[src/rtl/vdiv_seq_pkg.sv]
// Shared types for the vector divide sequencer.
// Element width and lane index width derive from the bf16 defaults.
package vdiv_seq_pkg;

  localparam int LANES_DEF = 4;
  localparam int EXP_DEF   = 8;
  localparam int MANT_DEF  = 7;
  localparam int W         = 1 + EXP_DEF + MANT_DEF;
  localparam int IDX_W     = $clog2(LANES_DEF);

  typedef logic [W-1:0] elem_t;

  typedef enum logic [1:0] {
    IDLE,
    ISSUE,
    WAIT,
    DONE
  } state_t;

endpackage

[src/rtl/vdiv_lane_sel.sv]
// Lowest-set-bit priority encoder picking the next lane to issue.
// Scanning from the top lets the lowest request win last.
module vdiv_lane_sel #(
  parameter int N  = 4,
  parameter int IW = 2
) (
  input  logic [N-1:0]  i_req,
  output logic [IW-1:0] o_idx,
  output logic          o_any
);

  always_comb begin
    o_idx = '0;
    o_any = 1'b0;
    for (int i = N - 1; i >= 0; i--) begin
      if (i_req[i]) begin
        o_idx = IW'(i);
        o_any = 1'b1;
      end
    end
  end

endmodule

[src/rtl/vdiv_seq.sv]
// Feeds active lanes of a vector divide to a scalar divider one at a time
// and returns the gathered quotient vector over a valid/ready handshake.
module vdiv_seq
  import vdiv_seq_pkg::*;
#(
  parameter int LANES      = LANES_DEF,
  parameter int EXP_WIDTH  = EXP_DEF,
  parameter int MANT_WIDTH = MANT_DEF
) (
  input  logic                            CLK,
  input  logic                            nRST,
  input  logic                            in_valid,
  output logic                            in_ready,
  input  logic [LANES*(1+EXP_WIDTH+MANT_WIDTH)-1:0] in_a,
  input  logic [LANES*(1+EXP_WIDTH+MANT_WIDTH)-1:0] in_b,
  input  logic [LANES-1:0]                in_mask,
  output logic                            div_valid_in,
  input  logic                            div_ready_in,
  output logic [EXP_WIDTH+MANT_WIDTH:0]   div_op1,
  output logic [EXP_WIDTH+MANT_WIDTH:0]   div_op2,
  input  logic                            div_valid_out,
  output logic                            div_ready_out,
  input  logic [EXP_WIDTH+MANT_WIDTH:0]   div_result,
  output logic                            out_valid,
  input  logic                            out_ready,
  output logic [LANES*(1+EXP_WIDTH+MANT_WIDTH)-1:0] out_result
);

  localparam int EW = 1 + EXP_WIDTH + MANT_WIDTH;
  localparam int IW = (LANES > 1) ? $clog2(LANES) : 1;

  state_t               r_state;
  state_t               w_next;
  logic [LANES*EW-1:0]  r_a;
  logic [LANES*EW-1:0]  r_b;
  logic [LANES*EW-1:0]  r_res;
  logic [LANES-1:0]     r_pend;
  logic [IW-1:0]        r_idx;
  logic [IW-1:0]        w_idx;
  logic                 w_any;
  logic                 w_acc;
  logic                 w_iss;
  logic                 w_ret;
  logic                 w_fin;

  vdiv_lane_sel #(
    .N  (LANES),
    .IW (IW)
  ) u_sel (
    .i_req (r_pend),
    .o_idx (w_idx),
    .o_any (w_any)
  );

  assign w_acc = (r_state == IDLE) && in_valid;
  assign w_iss = (r_state == ISSUE) && w_any && div_ready_in;
  assign w_ret = (r_state == WAIT) && div_valid_out;
  assign w_fin = (r_state == DONE) && out_ready;

  always_ff @(posedge CLK or negedge nRST) begin
    if (!nRST) r_state <= IDLE;
    else       r_state <= w_next;
  end

  always_comb begin
    w_next = r_state;
    unique case (r_state)
      IDLE:  if (w_acc) w_next = ISSUE;
      ISSUE: begin
        if (!w_any)     w_next = DONE;
        else if (w_iss) w_next = WAIT;
      end
      WAIT:  if (w_ret) w_next = ISSUE;
      DONE:  if (w_fin) w_next = IDLE;
      default: w_next = IDLE;
    endcase
  end

  always_comb begin
    in_ready      = 1'b0;
    div_valid_in  = 1'b0;
    div_op1       = '0;
    div_op2       = '0;
    div_ready_out = 1'b0;
    out_valid     = 1'b0;
    out_result    = '0;
    unique case (r_state)
      IDLE:  in_ready = 1'b1;
      ISSUE: begin
        div_valid_in = w_any;
        if (w_any) begin
          div_op1 = r_a[w_idx*EW +: EW];
          div_op2 = r_b[w_idx*EW +: EW];
        end
      end
      WAIT:  div_ready_out = 1'b1;
      DONE: begin
        out_valid  = 1'b1;
        out_result = r_res;
      end
      default: ;
    endcase
  end

  // Operand, pending-mask and result storage; r_idx remembers the lane in flight.
  always_ff @(posedge CLK or negedge nRST) begin
    if (!nRST) begin
      r_a    <= '0;
      r_b    <= '0;
      r_res  <= '0;
      r_pend <= '0;
      r_idx  <= '0;
    end else begin
      if (w_acc) begin
        r_a    <= in_a;
        r_b    <= in_b;
        r_pend <= in_mask;
        r_res  <= '0;
      end
      if (w_iss) begin
        r_pend[w_idx] <= 1'b0;
        r_idx         <= w_idx;
      end
      if (w_ret) r_res[r_idx*EW +: EW] <= div_result;
    end
  end

endmodule

[config.mk]
export PLATFORM = sky130hd
export DESIGN_NAME = vdiv_seq
export DESIGN_NICKNAME = d
export VERILOG_FILES = /design/src/rtl/vdiv_seq_pkg.sv /design/src/rtl/vdiv_lane_sel.sv /design/src/rtl/vdiv_seq.sv
export SDC_FILE = /design/constraint.sdc
export NUM_CORES = 1
export LEC_CHECK = 0
export ABC_AREA = 1
export BUFFER_PORTS_ARGS = -buffer_cell sky130_fd_sc_hd__buf_4
export CAP_MARGIN = 25
export CORE_MARGIN = 2
export CORE_UTILIZATION = 55
export CTS_BUF_LIST = sky130_fd_sc_hd__clkbuf_2 sky130_fd_sc_hd__clkbuf_4 sky130_fd_sc_hd__clkbuf_8
export CTS_CLUSTER_DIAMETER = 60
export DETAILED_ROUTE_END_ITERATION = 8
export PLACE_DENSITY = 0.84
export SLEW_MARGIN = 20
export SYNTH_ARGS = -nofsm -noshare
export SYNTH_HDL_FRONTEND = slang
export SYNTH_SLANG_ARGS = --single-unit
export TNS_END_PERCENT = 10
[constraint.sdc]
create_clock -name CLK -period 2.4 [get_ports CLK]
set_clock_uncertainty 0.1 [all_clocks]
set_input_delay 0.12 -clock CLK [delete_from_list [all_inputs] [get_ports CLK]]
set_output_delay 0.12 -clock CLK [all_outputs]
set_load 0.02 [all_outputs]
==> impl_metrics.ini <==
[status]
status = completed

[sta]
relSlewSlack_pct = 55.2
grt_setup_unrepaired = true
setup_tns_ns = 0
setup_viol = 0
worst_slack_ns = 0.0515
drv_slew = 0
tightest_slew_ns = 0.672
fin_crit_sh_pct = 97.9
fin_crit_ns = 2.35
hold_slack_ns = 0.135
hold_viol = 0
fmax_mhz = 426

[place]
io_buffers = 253
post-place-ws_ns = 0.433
placed_area_um2 = 11900
gp_congestion = 0.867
dp_hpwl_mm = 18.7

[floorplanning]
design.die.area_um2 = 19000
die_h_um = 138
coreArea_um2 = 17400
rows = 48
num_io_pins = 254
die_w_um = 138
start_util_pct = 56.6

[global_routing]
grt_start_max_net_pins = 83
grt_pass1_vias = 9981
grt_first_pass_wirelength_mm = 49.0
grt_overflow = 0
antenna_found_initial = 2
grt_usage_pct = 33.7

[cts]
cts_tree = built
clkLatencyLatePin_ns = 0.47
cts_buffers = 17
cts.sinks = 200
cts-root-buf = clkbuf_8
clock_path_buffers = 2
clkSlewWorstSetupHoldPaths_ns = 0.10
cts_htree_levels = 4

[min_path]
hp-class = in2async

[setup_path]
cp.required_ns = 2.18
r2r-start = r_state[0]
worstPathArrival_ns = 2.13
cp_max_fo = 17
ff2ff_path_depth = 7
setup.worst_path.end_class = output port
crit-reg2reg-capture = r_pend[1]
startpoint_type = flop
critical_path_class = reg2out
critPathLaunch = r_pend[2]
regToRegSetupSlack_ns = 0.07
crit_end = div_op2[13]

[detailed_routing]
wl_mm = 33.0
dr_total_vias = 9904
wl_met3_mm = 2.52
final_antenna_net_count = 0
topRoutingLayerUsed = met4
drtPass1Iterations = 6
drt_iter0_drc = 797
routedWlPerCell_um = 18.3
met1_length_mm = 11.9
wl_met2_mm = 16.6
via_per_inst = 5.50
remaining_drc_errors = 0

[synth]
avgSynthCellArea_um2 = 8.39
yosysTopAreaCell = dfrtp_1
synth_area_um2 = 9850
synthTopCellsByArea = dfrtp_1 51%, nand2_1 7.5%, mux2_2 7.3%
synth_cell_types = 25
synth_nets = 1333
ys_seq_area_share_pct = 50.8
netlist_instances = 1174
yosysTopAreaCellShare_pct = 50.8
yosysWarnings = 0
synth_seq_cells = 200

[power_and_ir_drop]
power_frac_comb_pct = 50.3
clkPwrFrac_pct = 14.5
p_leak_nw = 6.82
p_int_mw = 8.37
p_sw_share_pct = 43.8
power_per_cell_area_nw_per_um2 = 1060
p_switching_mw = 6.51
p_seq_share_pct = 35.3
ir_worst_vdd_uv = 804

[cells_and_area]
layout_commonest_cell = buf_4
mostFrequentLayoutCells = 267 x buf_4, 200 x dfrtp_1, 194 x nand2_1
fin_nets = 1719
design_area_um2 = 14000
post-route-util_pct = 80.5
area_growth_pct = 42.3
drive_above_1_share_pct = 25.6

[run]
maxCapViolations = 0
state kept, by name, indices dropped and copies added (netlist names):
name and flops:
r_a 64, r_b 64, r_res 64, r_pend 4
r_idx 2, r_state 2
stage by stage:
stage | total power [mW] | cells
after floorplan | 9.50 | 1174
after global placement | 11.5 | 1608
after detailed placement | 11.8 | 1608
after CTS | 14.2 | 1795
after global routing | 15.7 | 1800
final | 14.9 | 1801
repair_timing:
item,in CTS,in global routing
hold endpoints to repair,278,0
hold buffers,155,0
resized for setup,4,20
pin swaps,0,3
buffers inserted,0,1
gates cloned,0,2
setup endpoints to repair,25,33
Yosys cell counts:
library cell  count
a21boi_0          2
a21oi_1          98
buf_1             7
buf_2            24
buf_4             3
buf_6            14
clkbuf_1         22
clkbuf_2          1
dfrtp_1         200
ha_1              5
inv_1           176
inv_2             2
mux2_2           64
nand2_1         197
nand2_4           4
nand3_1         135
nand3b_1          1
nand4_1           1
nor2_1          142
nor2_2            3
nor2_4            2
nor2_8            2
o21ai_0          36
o21ai_1           1
o22ai_1          32
worst max-delay path, stage by stage (launching register included):
cell	delay, ns
dfrtp_1	0.40
inv_2	0.12
nand2_1	0.12
nor2_4	0.19
buf_12	0.20
nand2_1	0.06
nand2_1	0.07
inv_1	0.07
a21oi_2	0.22
buf_4	0.18
metal layers:
| metal | vias up | track usage [%] |
|---|---|---|
| li1 | 4488 | - |
| met2 | 585 | 56.8 |
| met3 | 178 | 8.31 |
| met1 | 4653 | 38.6 |
| met5 | - | 0 |
| met4 | 0 | 20.5 |
kinds of logic (layout without fill, tap and decap cells):
kind of cell / count (synthesis) / after routing / share of synthesized area (%)
compound gates: 169 / 169 / 9.04
other cells: 0 / 3 / 0
simple gates: 487 / 487 / 21.2
fa+ha+maj: 5 / 5 / 0.635
flops: 200 / 200 / 50.8
mux: 64 / 64 / 7.32
buf+inv: 249 / 648 / 11.0
layout make-up:
type,instances,area (um2)
repair buffers,438,3850
clock inverters,12,118
clock buffers,20,263
flip-flops and latches,200,5000
well taps,225,282
diodes,3,7.51
fillers,1059,3400
multi-input cells,725,3810
inverters,178,673
power groups by stage:
stage / registers, mW / clock network (mW) / logic [mW]
after detailed placement: 5.18 / 0 / 6.62
after global placement: 5.11 / 0 / 6.43
after global routing: 5.33 / 2.31 / 8.08
final: 5.25 / 2.16 / 7.48
after CTS: 5.11 / 2.14 / 6.92
after floorplan: 4.99 / 0 / 4.52
how the worst min path moves through the flow:
stage,endpoint,slack (ns)
after floorplan,r_a[0],-0.28
after global placement,r_a[42],0.11
after detailed placement,r_a[57],0.11
after CTS,r_a[25],0.14
after global routing,r_a[26],0.15
final,r_a[42],0.14
Power figures use the tool's default switching activity.
